<file path="src/rtl/cpu_pkg.sv">
// Shared CPU definitions: ALU opcodes, logic constants and pipe-register reset values.
package cpu_pkg;

  localparam logic ONE  = 1'b1;
  localparam logic ZERO = 1'b0;

  typedef enum logic [3:0] {
    ALU_ADD  = 4'h0,
    ALU_SUB  = 4'h1,
    ALU_AND  = 4'h2,
    ALU_OR   = 4'h3,
    ALU_XOR  = 4'h4,
    ALU_NOR  = 4'h5,
    ALU_SLT  = 4'h6,
    ALU_SLTU = 4'h7,
    ALU_SLL  = 4'h8,
    ALU_SRL  = 4'h9,
    ALU_SRA  = 4'hA,
    ALU_LUI  = 4'hB
  } alu_op_t;

  // Control fields carried into the memory stage; rw/mem_rw are active-low write strobes.
  typedef struct packed {
    logic rw;
    logic mem_rw;
    logic sel_mem;
    logic atomic;
    logic halt;
    logic sc_ok;
  } s4_ctrl_t;

  localparam s4_ctrl_t S4_CTRL_RST = '{
    rw: ONE, mem_rw: ONE, sel_mem: ZERO, atomic: ZERO, halt: ZERO, sc_ok: ZERO
  };

  // A bubble looks exactly like the post-reset control bundle: no writes, no memory access.
  localparam s4_ctrl_t S4_CTRL_BUBBLE = S4_CTRL_RST;

  localparam logic [3:0] BYTE_EN_RST = 4'hF;

endpackage

</file>
<file path="src/rtl/ex_stage_if.sv">
// ID/EX -> EX/MEM bundle seen by the execute stage.
interface ex_stage_if #(
  parameter int BITS       = 32,
  parameter int ADDR_LEFT  = 4,
  parameter int OP_BITS    = 4,
  parameter int SHIFT_BITS = 5
);

  logic                  atomic_s3;
  logic                  sel_mem_s3;
  logic                  check_link_s3;
  logic                  mem_rw_s3;
  logic                  rw_s3;
  logic                  load_link_s3;
  logic                  alu_imm_s3;
  logic                  halt_s3;
  logic [ADDR_LEFT:0]    waddr_s3;
  logic [BITS-1:0]       r1_data_s3;
  logic [BITS-1:0]       r2_data_s3;
  logic [BITS-1:0]       sign_ext_imm_s3;
  logic [SHIFT_BITS-1:0] shamt_s3;
  logic [OP_BITS-1:0]    alu_op_s3;
  logic [3:0]            byte_en_s3;

  logic [BITS-1:0]       alu_result_s4;
  logic [BITS-1:0]       store_data_s4;
  logic [ADDR_LEFT:0]    waddr_s4;
  logic                  rw_s4;
  logic                  mem_rw_s4;
  logic                  sel_mem_s4;
  logic                  atomic_s4;
  logic                  halt_s4;
  logic [3:0]            byte_en_s4;
  logic                  sc_ok_s4;
  logic                  link_valid;

  modport master (
    output atomic_s3, sel_mem_s3, check_link_s3, mem_rw_s3, rw_s3, load_link_s3,
           alu_imm_s3, halt_s3, waddr_s3, r1_data_s3, r2_data_s3, sign_ext_imm_s3,
           shamt_s3, alu_op_s3, byte_en_s3,
    input  alu_result_s4, store_data_s4, waddr_s4, rw_s4, mem_rw_s4, sel_mem_s4,
           atomic_s4, halt_s4, byte_en_s4, sc_ok_s4, link_valid
  );

  modport slave (
    input  atomic_s3, sel_mem_s3, check_link_s3, mem_rw_s3, rw_s3, load_link_s3,
           alu_imm_s3, halt_s3, waddr_s3, r1_data_s3, r2_data_s3, sign_ext_imm_s3,
           shamt_s3, alu_op_s3, byte_en_s3,
    output alu_result_s4, store_data_s4, waddr_s4, rw_s4, mem_rw_s4, sel_mem_s4,
           atomic_s4, halt_s4, byte_en_s4, sc_ok_s4, link_valid
  );

endinterface

</file>
<file path="src/rtl/ex_stage_alu.sv">
// Combinational ALU: arithmetic/logic on (a, b), shifts on r2 by shamt.
module alu
  import cpu_pkg::*;
#(
  parameter int BITS       = 32,
  parameter int OP_BITS    = 4,
  parameter int SHIFT_BITS = 5
) (
  input  logic [BITS-1:0]       a,
  input  logic [BITS-1:0]       b,
  input  logic [BITS-1:0]       r2,
  input  logic [SHIFT_BITS-1:0] shamt,
  input  logic [OP_BITS-1:0]    alu_op,
  output logic [BITS-1:0]       result
);

  always_comb begin
    // NOTE: default first so every path assigns result and no latch is inferred.
    result = '0;
    case (alu_op_t'(alu_op))
      ALU_ADD:  result = a + b;
      ALU_SUB:  result = a - b;
      ALU_AND:  result = a & b;
      ALU_OR:   result = a | b;
      ALU_XOR:  result = a ^ b;
      ALU_NOR:  result = ~(a | b);
      ALU_SLT:  result = {{(BITS-1){ZERO}}, $signed(a) < $signed(b)};
      ALU_SLTU: result = {{(BITS-1){ZERO}}, a < b};
      ALU_SLL:  result = r2 << shamt;
      ALU_SRL:  result = r2 >> shamt;
      ALU_SRA:  result = $unsigned($signed(r2) >>> shamt);
      ALU_LUI:  result = b << 16;
      default:  result = '0;
    endcase
  end

endmodule

</file>
<file path="src/rtl/ex_stage.sv">
// Execute stage: ALU, LL/SC reservation tracking and the EX/MEM pipe register.
module ex_stage
  import cpu_pkg::*;
#(
  parameter int BITS       = 32,
  parameter int REG_WORDS  = 32,
  parameter int ADDR_LEFT  = $clog2(REG_WORDS) - 1,
  parameter int OP_BITS    = 4,
  parameter int SHIFT_BITS = 5
) (
  input  logic       clk,
  input  logic       rst,
  input  logic       stall,
  input  logic       flush,
  ex_stage_if.slave  bus
);

  logic [BITS-1:0]  op_b;
  logic [BITS-1:0]  result;
  logic [BITS-3:0]  word;
  logic             advance;
  logic             is_sc;
  logic             is_ll;
  logic             is_store;
  logic             link_hit;
  logic             sc_ok;

  logic             link_valid_q;
  logic [BITS-3:0]  link_addr_q;

  s4_ctrl_t         ctrl_d;
  s4_ctrl_t         ctrl_q;
  logic [BITS-1:0]  alu_result_q;
  logic [BITS-1:0]  store_data_q;
  logic [ADDR_LEFT:0] waddr_q;
  logic [3:0]       byte_en_q;

  assign op_b = bus.alu_imm_s3 ? bus.sign_ext_imm_s3 : bus.r2_data_s3;

  alu #(
    .BITS       (BITS),
    .OP_BITS    (OP_BITS),
    .SHIFT_BITS (SHIFT_BITS)
  ) u_alu (
    .a      (bus.r1_data_s3),
    .b      (op_b),
    .r2     (bus.r2_data_s3),
    .shamt  (bus.shamt_s3),
    .alu_op (bus.alu_op_s3),
    .result (result)
  );

  assign word    = result[BITS-1:2];
  assign advance = !stall && !flush;

  // SC outranks LL when both are flagged; load_link_s3 is active-low.
  assign is_sc    = bus.check_link_s3;
  assign is_ll    = !is_sc && bus.sel_mem_s3 && !bus.load_link_s3;
  assign is_store = !is_sc && !bus.mem_rw_s3;
  assign link_hit = (link_addr_q == word);
  assign sc_ok    = is_sc && link_valid_q && link_hit;

  always_ff @(posedge clk) begin
    // NOTE: sequential state uses non-blocking assignments so all flops update together.
    if (rst) begin
      link_valid_q <= ZERO;
      link_addr_q  <= '0;
    end else if (advance) begin
      if (is_sc) begin
        link_valid_q <= ZERO;
      end else if (is_ll) begin
        link_valid_q <= ONE;
        link_addr_q  <= word;
      end else if (is_store && link_hit) begin
        link_valid_q <= ZERO;
      end
    end
  end

  always_comb begin
    ctrl_d.rw      = bus.rw_s3;
    ctrl_d.mem_rw  = bus.mem_rw_s3 | (is_sc & ~sc_ok);  // failed SC must not write memory
    ctrl_d.sel_mem = bus.sel_mem_s3;
    ctrl_d.atomic  = bus.atomic_s3;
    ctrl_d.halt    = bus.halt_s3;
    ctrl_d.sc_ok   = sc_ok;
  end

  always_ff @(posedge clk) begin
    if (rst) begin
      ctrl_q       <= S4_CTRL_RST;
      byte_en_q    <= BYTE_EN_RST;
      alu_result_q <= '0;
      store_data_q <= '0;
      waddr_q      <= '0;
    end else if (flush) begin
      ctrl_q <= S4_CTRL_BUBBLE;
    end else if (!stall) begin
      ctrl_q       <= ctrl_d;
      byte_en_q    <= bus.byte_en_s3;
      alu_result_q <= result;
      store_data_q <= bus.r2_data_s3;
      waddr_q      <= bus.waddr_s3;
    end
  end

  assign bus.alu_result_s4 = alu_result_q;
  assign bus.store_data_s4 = store_data_q;
  assign bus.waddr_s4      = waddr_q;
  assign bus.rw_s4         = ctrl_q.rw;
  assign bus.mem_rw_s4     = ctrl_q.mem_rw;
  assign bus.sel_mem_s4    = ctrl_q.sel_mem;
  assign bus.atomic_s4     = ctrl_q.atomic;
  assign bus.halt_s4       = ctrl_q.halt;
  assign bus.sc_ok_s4      = ctrl_q.sc_ok;
  assign bus.byte_en_s4    = byte_en_q;
  assign bus.link_valid    = link_valid_q;

endmodule

</file>
<file path="src/flat_wrapper.sv">
// flat-port wrapper written by rule: the top's interface ports become plain ports
module ex_stage_flat import cpu_pkg::*;
#(
  parameter int BITS       = 32,
  parameter int REG_WORDS  = 32,
  parameter int ADDR_LEFT  = $clog2(REG_WORDS) - 1,
  parameter int OP_BITS    = 4,
  parameter int SHIFT_BITS = 5
)
  (clk, rst, stall, flush, bus_atomic_s3, bus_sel_mem_s3, bus_check_link_s3, bus_mem_rw_s3, bus_rw_s3, bus_load_link_s3, bus_alu_imm_s3, bus_halt_s3, bus_waddr_s3, bus_r1_data_s3, bus_r2_data_s3, bus_sign_ext_imm_s3, bus_shamt_s3, bus_alu_op_s3, bus_byte_en_s3, bus_alu_result_s4, bus_store_data_s4, bus_waddr_s4, bus_rw_s4, bus_mem_rw_s4, bus_sel_mem_s4, bus_atomic_s4, bus_halt_s4, bus_byte_en_s4, bus_sc_ok_s4, bus_link_valid);
  ex_stage_if #(.BITS(BITS), .ADDR_LEFT(ADDR_LEFT), .OP_BITS(OP_BITS), .SHIFT_BITS(SHIFT_BITS)) bus_i ();
  input  logic clk;
  input  logic rst;
  input  logic stall;
  input  logic flush;
  input wire logic [$bits(bus_i.atomic_s3)-1:0] bus_atomic_s3;
  input wire logic [$bits(bus_i.sel_mem_s3)-1:0] bus_sel_mem_s3;
  input wire logic [$bits(bus_i.check_link_s3)-1:0] bus_check_link_s3;
  input wire logic [$bits(bus_i.mem_rw_s3)-1:0] bus_mem_rw_s3;
  input wire logic [$bits(bus_i.rw_s3)-1:0] bus_rw_s3;
  input wire logic [$bits(bus_i.load_link_s3)-1:0] bus_load_link_s3;
  input wire logic [$bits(bus_i.alu_imm_s3)-1:0] bus_alu_imm_s3;
  input wire logic [$bits(bus_i.halt_s3)-1:0] bus_halt_s3;
  input wire logic [$bits(bus_i.waddr_s3)-1:0] bus_waddr_s3;
  input wire logic [$bits(bus_i.r1_data_s3)-1:0] bus_r1_data_s3;
  input wire logic [$bits(bus_i.r2_data_s3)-1:0] bus_r2_data_s3;
  input wire logic [$bits(bus_i.sign_ext_imm_s3)-1:0] bus_sign_ext_imm_s3;
  input wire logic [$bits(bus_i.shamt_s3)-1:0] bus_shamt_s3;
  input wire logic [$bits(bus_i.alu_op_s3)-1:0] bus_alu_op_s3;
  input wire logic [$bits(bus_i.byte_en_s3)-1:0] bus_byte_en_s3;
  output wire logic [$bits(bus_i.alu_result_s4)-1:0] bus_alu_result_s4;
  output wire logic [$bits(bus_i.store_data_s4)-1:0] bus_store_data_s4;
  output wire logic [$bits(bus_i.waddr_s4)-1:0] bus_waddr_s4;
  output wire logic [$bits(bus_i.rw_s4)-1:0] bus_rw_s4;
  output wire logic [$bits(bus_i.mem_rw_s4)-1:0] bus_mem_rw_s4;
  output wire logic [$bits(bus_i.sel_mem_s4)-1:0] bus_sel_mem_s4;
  output wire logic [$bits(bus_i.atomic_s4)-1:0] bus_atomic_s4;
  output wire logic [$bits(bus_i.halt_s4)-1:0] bus_halt_s4;
  output wire logic [$bits(bus_i.byte_en_s4)-1:0] bus_byte_en_s4;
  output wire logic [$bits(bus_i.sc_ok_s4)-1:0] bus_sc_ok_s4;
  output wire logic [$bits(bus_i.link_valid)-1:0] bus_link_valid;
  assign bus_i.atomic_s3 = bus_atomic_s3;
  assign bus_i.sel_mem_s3 = bus_sel_mem_s3;
  assign bus_i.check_link_s3 = bus_check_link_s3;
  assign bus_i.mem_rw_s3 = bus_mem_rw_s3;
  assign bus_i.rw_s3 = bus_rw_s3;
  assign bus_i.load_link_s3 = bus_load_link_s3;
  assign bus_i.alu_imm_s3 = bus_alu_imm_s3;
  assign bus_i.halt_s3 = bus_halt_s3;
  assign bus_i.waddr_s3 = bus_waddr_s3;
  assign bus_i.r1_data_s3 = bus_r1_data_s3;
  assign bus_i.r2_data_s3 = bus_r2_data_s3;
  assign bus_i.sign_ext_imm_s3 = bus_sign_ext_imm_s3;
  assign bus_i.shamt_s3 = bus_shamt_s3;
  assign bus_i.alu_op_s3 = bus_alu_op_s3;
  assign bus_i.byte_en_s3 = bus_byte_en_s3;
  assign bus_alu_result_s4 = bus_i.alu_result_s4;
  assign bus_store_data_s4 = bus_i.store_data_s4;
  assign bus_waddr_s4 = bus_i.waddr_s4;
  assign bus_rw_s4 = bus_i.rw_s4;
  assign bus_mem_rw_s4 = bus_i.mem_rw_s4;
  assign bus_sel_mem_s4 = bus_i.sel_mem_s4;
  assign bus_atomic_s4 = bus_i.atomic_s4;
  assign bus_halt_s4 = bus_i.halt_s4;
  assign bus_byte_en_s4 = bus_i.byte_en_s4;
  assign bus_sc_ok_s4 = bus_i.sc_ok_s4;
  assign bus_link_valid = bus_i.link_valid;
  ex_stage #(.BITS(BITS), .REG_WORDS(REG_WORDS), .ADDR_LEFT(ADDR_LEFT), .OP_BITS(OP_BITS), .SHIFT_BITS(SHIFT_BITS)) u_core (.clk(clk), .rst(rst), .stall(stall), .flush(flush), .bus(bus_i));
endmodule
</file>
<file path="config.mk">
export PLATFORM = sky130hd
export DESIGN_NAME = ex_stage_flat
export DESIGN_NICKNAME = d
export VERILOG_FILES = /design/src/rtl/cpu_pkg.sv /design/src/rtl/ex_stage_if.sv /design/src/rtl/ex_stage_alu.sv /design/src/rtl/ex_stage.sv /design/src/flat_wrapper.sv
export SDC_FILE = /design/constraint.sdc
export NUM_CORES = 1
export LEC_CHECK = 0
export ABC_AREA = 0
export BUFFER_PORTS_ARGS = -buffer_cell sky130_fd_sc_hd__buf_2
export CAP_MARGIN = 20
export CELL_PAD_IN_SITES_DETAIL_PLACEMENT = 1
export CELL_PAD_IN_SITES_GLOBAL_PLACEMENT = 2
export CORE_ASPECT_RATIO = 1.2
export CORE_UTILIZATION = 35
export CTS_CLUSTER_SIZE = 12
export DETAILED_ROUTE_END_ITERATION = 7
export PLACE_DENSITY = 0.91
export SLEW_MARGIN = 5
export SYNTH_ARGS = -nofsm -noshare
export SYNTH_HDL_FRONTEND = slang
export SYNTH_SLANG_ARGS = --single-unit
</file>
<file path="constraint.sdc">
create_clock -name clk -period 8.6 [get_ports clk]
set_clock_uncertainty 0.05 [all_clocks]
set_input_delay 1.72 -clock clk [delete_from_list [all_inputs] [get_ports clk]]
set_output_delay 1.72 -clock clk [all_outputs]
set_load 0.05 [all_outputs]
</file>
==> results.cfg, run 1 <==
[finish]
nNetsFinal = 2430
final_common_cell = nor2_1
multi_input_area_mm2 = 0.0123
final_cell_mix = nor2_1, nand2_1, buf_2
syn_to_final_growth_pct = 10.5
fill_cells = 5512
drive_gt1_share_pct = 17.8
seq_area_mm2 = 0.00220

[critical_path]
worst_ep_required_time_ns = 8.82
crit_path_frequent_cell = a21oi_1
cpLargestDelayFamily = compound AO/OA/AOI/OAI gates
critPathBufInv = 3
path_cells = buf_2 -> buf_4 -> mux2i_1 -> ha_1 -> inv_1 -> a21oi_1 -> o31ai_1 -> a211oi_1 -> a21oi_1 -> o21ai_1 -> or3b_2 -> and4_1 -> nor4b_1 -> nand4_1 -> or3_1 -> o41a_1
crit_fanout = 27
worstSetupPathType = in2reg
critPathArrivalTime_ns = 7.73
worstSetupStartpointType = primary input
crit_path_end_kind = register
crit_path_top_delay_cell = a211oi_1
max_stage_delay_ns = 0.70

[yosys]
synth_area_mm2 = 0.0157
synth_fa_ha_area_share_pct = 8.30
muxShareOfSynthArea_pct = 16.8
ys_ff_latch = 110
yosys.area_share.simple_pct = 21.9
synth-edff-count = 0
synth_area_per_cell_um2 = 7.39
synth_cell_types = 96
syn_inst = 2127
ys.flop_type = dfxtp_1
synth_nets = 2356
yosysWarnings = 0
synth_compound_area_share_pct = 28.9
async_flop_share_pct = 0
yosysSeqAreaShare_pct = 14.0
synth_top_family_by_area = compound AO/OA/AOI/OAI gates
synth_xor_xnor_area_share_pct = 2.06

[min_path]
hold_path_class = reg2reg

[drt]
dr.pass1.iters = 5
drtIter0Drc = 1698
drt-wirelength-per-cell_um = 30.8
vias = 18248
viasPerCell = 6.59
antenna_left = 0
drc = 0
wirelength_um = 85300

[clock_tree]
cts.clk_slew.worst_paths_ns = 0.08
clock_sinks = 110
cts_resized = 0
cts_made_buffers = 9
cts_tree = built
cts_setup_buffers = 0
h-tree-depth = 3
cts_hold_buf = 0
cts_root_buf = clkbuf_16
clock_latency_ns = 0.39
clock_path_buffers = 2

[sta]
fin_crit_ns = 7.50
setup_viol = 0
worst_pin_slew_ns = 1.17
relSlewSlack_pct = 21.2
rsz0062_at_grt = false
max_freq_mhz = 133
drv_slew = 0
finalCritPeriodShare_pct = 87.2
hold_viol_final = 0
setup_tns_ns = 0

[placement]
io_buffers = 205
routabilityCongestion = 1.04
place_hpwl_um = 67500

[pwr]
p_per_area_mw_per_mm2 = 124
p_leak_nw = 7.11
power_mw = 2.15
irDropWorstVdd_uv = 107

[die]
die_area_mm2 = 0.0457
core-area_mm2 = 0.0440
io-pin-count = 206
start_util_pct = 35.7
core.rowCount = 84
chipHeight_um = 234
die_w_um = 195

[global_routing]
grt_pass1_wl_um = 123000
grt_overflow = 0
grt_max_degree = 109
antenna_found_initial = 4
grt_pass1_vias = 17976
grt_use_total_pct = 36.6

[run_status]
status = finished clean

[flow_run]
max_cap_violations = 0
Yosys cell counts (23+ instances only):
master | n | area [um2]
dfxtp_1 | 110 | 2200
a21oi_1 | 159 | 796
o211ai_1 | 38 | 285
a22oi_1 | 25 | 188
a221oi_1 | 28 | 245
o21ai_0 | 77 | 385
buf_2 | 31 | 155
xnor2_1 | 27 | 236
mux4_2 | 44 | 991
nand2_1 | 213 | 800
ha_1 | 101 | 1260
nor4_1 | 25 | 156
nor2_1 | 221 | 830
mux2i_1 | 103 | 1030
mux2_2 | 40 | 450
nor2b_1 | 32 | 200
inv_1 | 106 | 398
o22ai_1 | 26 | 163
nor3_1 | 52 | 260
nand3_1 | 29 | 145
a211oi_1 | 84 | 631
nand4_1 | 23 | 144
clkbuf_1 | 132 | 495
through the flow:
step / utilization (%) / instance area (um2) / cells / hold slack (ns) / worst slack, ns
2_1_floorplan: - / 15700 / 2127 / 0.417 / 1.64
6_report: 39.4 / 17400 / 2768 / 0.406 / 1.10
3_3_place_gp: 38.7 / 17000 / 2747 / 0.391 / 0.960
4_1_cts: 39.3 / 17300 / 2764 / 0.409 / 1.27
3_5_place_dp: 38.7 / 17000 / 2748 / 0.398 / 0.866
5_1_grt: 39.4 / 17300 / 2766 / 0.427 / 0.797
final cells by class:
cell class,instances,area share (%)
Multi-Input combinational cell,1711,70.9
Sequential cell,110,12.7
Clock buffer,10,1.32
Inverter,111,2.40
Antenna cell,3,0.0433
Tap cell,559,4.03
Timing Repair Buffer,258,8.35
Clock inverter,6,0.317
cell families after synthesis:
group	after synthesis
compound gates	656
xor+xnor	37
fa+ha+maj	103
buf+inv	306
flops	110
mux	199
simple gates	716
routing by layer:
metal	track usage [%]	wire length [um]
met1	43.4	33100
met2	60.8	40100
met3	5.42	5570
met4	25.7	6520
met5	0	0
registers in the layout, summed over array words and instances (netlist names):
signal,count
u_core.bus.alu_result_s4,32
u_core.bus.store_data_s4,32
u_core.link_addr_q,30
u_core.bus.waddr_s4,5
u_core.bus.byte_en_s4,4
u_core.bus.atomic_s4,1
u_core.bus.halt_s4,1
u_core.bus.link_valid,1
u_core.bus.mem_rw_s4,1
u_core.bus.rw_s4,1
u_core.bus.sc_ok_s4,1
u_core.bus.sel_mem_s4,1
where the power goes:
part / total [mW] / internal (mW) / switching, mW
clock: 0.426 / 0.202 / 0.224
combinational: 1.18 / 0.371 / 0.808
sequential: 0.548 / 0.533 / 0.0146
worst register-to-register path, cell delays in order (launching register included):
cell      delay (ns)
dfxtp_1         0.32
xor2_1          0.16
or4_1           0.53
nor4_2          0.23
nand4b_1        0.14
nand4b_4        0.19
or3_1           0.44
o41a_1          0.33
worst paths after layout:
check / startpoint / end / slack [ns] / cells past startpoint
setup / recovery: bus_alu_imm_s3 / u_core.bus.mem_rw_s4 / 1.10 / 16
hold / removal: u_core.bus.store_data_s4[1] / u_core.bus.store_data_s4[1] / 0.41 / 2
setup reg to reg: u_core.link_addr_q[1] / u_core.bus.mem_rw_s4 / 6.09 / 7
hold reg to reg: u_core.bus.store_data_s4[1] / u_core.bus.store_data_s4[1] / 0.41 / 2
Note: power is estimated with default switching activity, not from simulation.
==> run 2, diff against run 1 <==
CELL_PAD_IN_SITES_DETAIL_PLACEMENT = 2   (was 1)
CORE_MARGIN = 4   (was unset)
==> run 2 against run 1 <==
  * Maximum frequency rose by 2.8%
  * Via count grew 5.0%
  * Die area grew 5.7%
  * Critical path depth increased by 4
  * First-iteration DRC count grew 32%
  * Combinational power rose by 3%
  * Core utilization shrank 0.20 points
  * Sequential power about the same
  * Global-route usage up 0.36 points
  * Clock power grew 12%
==> results.cfg, run 2 (synthesis gave the netlist of run 1 again) <==
[critical_path]
crit_fanout = 27
r2r-start = u_core.link_addr_q[1]
crit_path_end_kind = register
worst_ep_required_time_ns = 8.84
worstSetupPathType = in2reg
critPathArrivalTime_ns = 7.54
r2r_cells = 7
crit_end = u_core.bus.mem_rw_s4
regToRegEndpoint = u_core.bus.mem_rw_s4
worstSetupStartpointType = primary input
startpoint = bus_alu_imm_s3
r2r_slack_ns = 5.94

[drt]
wl_met2_um = 44100
drc = 0
antenna_left = 0
viasPerCell = 6.95
wl_met3_um = 7180
wirelength_um = 95200
drtIter0Drc = 2238
vias = 19163
dr.max_layer_used = met5
drt-wirelength-per-cell_um = 34.5
drt-met1-wl_um = 35300
dr.pass1.iters = 6

[clock_tree]
cts_root_buf = clkbuf_16
cts.clk_slew.worst_paths_ns = 0.09
cts_made_buffers = 9
h-tree-depth = 3
clock_latency_ns = 0.41
cts_setup_buffers = 0
cts_tree = built
clock_path_buffers = 2
cts_resized = 0
clock_sinks = 110
cts_hold_buf = 0

[global_routing]
antenna_found_initial = 2
grt_max_degree = 109
grt_pass1_vias = 19983
grt_overflow = 0
grt_use_total_pct = 36.9
grt_pass1_wl_um = 136000

[sta]
setup_tns_ns = 0
timing.final.ws_setup_ns = 1.30
setup_viol = 0
rsz0062_at_grt = false
hold_viol_final = 0
worst_pin_slew_ns = 1.13
holdWs_ns = 0.413
fin_crit_ns = 7.30
finalCritPeriodShare_pct = 84.9
max_freq_mhz = 137
relSlewSlack_pct = 24.5
drv_slew = 0

[pwr]
p_leak_nw = 7.07
p_switching_mw = 1.12
irDropWorstVdd_uv = 108
p_per_area_mw_per_mm2 = 130
pwr-share-seq_pct = 24.5
p_sw_share_pct = 49.6
combPwrFrac_pct = 54.4
p_int_mw = 1.13
clkPwrFrac_pct = 21.2
power_mw = 2.25

[finish]
syn_to_final_growth_pct = 10.2
final_common_cell = nor2_1
final_cell_mix = nor2_1, nand2_1, buf_2
drive_gt1_share_pct = 17.6
nNetsFinal = 2423

[placement]
io_buffers = 205
place_ws_ns = 1.07
place_hpwl_um = 72600
routabilityCongestion = 1.04

[die]
core-area_mm2 = 0.0441
chipHeight_um = 240
core.rowCount = 84
die_w_um = 201
start_util_pct = 35.6
io-pin-count = 206
die_area_mm2 = 0.0484

[flow_run]
max_cap_violations = 0

[min_path]
hold_path_class = reg2reg

[run_status]
status = finished clean
run 2: cell count changes in the layout (fill, tap and decap cells not counted), sizes merged:
cell / previous run / this run
clkinv: 8 / 6
clkinvlp: 0 / 1
clkbuf: 10 / 11
diode: 3 / 1
bufinv: 0 / 1
buf: 258 / 250
run 2: layer usage:
metal	vias up	global-route usage (%)
met1	9673	43.4
met3	374	6.30
met2	1079	61.6
met5	-	0
li1	8035	-
met4	2	25.6
run 2: through the flow:
step / cell area [um2] / utilization [%] / std cells
3_5_place_dp: 17000 / 38.4 / 2740
6_report: 17300 / 39.2 / 2759
4_1_cts: 17300 / 39.1 / 2756
5_1_grt: 17300 / 39.2 / 2758
3_3_place_gp: 17000 / 38.4 / 2740
2_1_floorplan: 15700 / - / 2127
run 2: worst max-delay path: stages:
cell	delay [ns]
buf_2	0.17
buf_4	0.47
mux2i_1	0.24
inv_1	0.13
ha_1	0.18
inv_1	0.07
fa_1	0.48
nor2b_1	0.19
o311ai_0	0.35
buf_4	0.20
a31oi_1	0.23
a211o_1	0.36
o22ai_1	0.57
a31oi_1	0.16
or4_1	0.54
nor4_2	0.32
nand4b_1	0.17
nand4b_4	0.20
or3_1	0.43
o41a_1	0.34
run 2: worst min-delay path by stage:
| stage | from | endpoint | cells past startpoint |
|---|---|---|---|
| finish | u_core.bus.store_data_s4[29] | u_core.bus.store_data_s4[29] | 2 |
| global route | u_core.bus.waddr_s4[3] | u_core.bus.waddr_s4[3] | 2 |
| CTS | u_core.bus.store_data_s4[18] | u_core.bus.store_data_s4[18] | 2 |
| detailed placement | u_core.bus.store_data_s4[20] | u_core.bus.store_data_s4[20] | 2 |
| global placement | u_core.bus.store_data_s4[17] | u_core.bus.store_data_s4[17] | 2 |
| floorplan | u_core.link_addr_q[28] | u_core.link_addr_q[28] | 2 |
run 2: power by group through the flow:
stage / Sequential [mW] / Clock (mW) / Combinational [mW]
after floorplan: 0.628 / 0 / 0.671
after global placement: 0.558 / 0 / 1.12
after detailed placement: 0.561 / 0 / 1.16
after CTS: 0.550 / 0.480 / 1.17
after global routing: 0.552 / 0.502 / 1.27
final: 0.551 / 0.477 / 1.22
run 2: layout make-up:
type                       count  area (um2)
multi-input combinational   1711       12300
clock buffer                  10         229
sequential                   110        2200
timing repair buffer         251        1400
antenna                        1        2.50
clock inverter                 6        77.6
tap                          559         699
fill                        5149       26800
inverter                     111         417
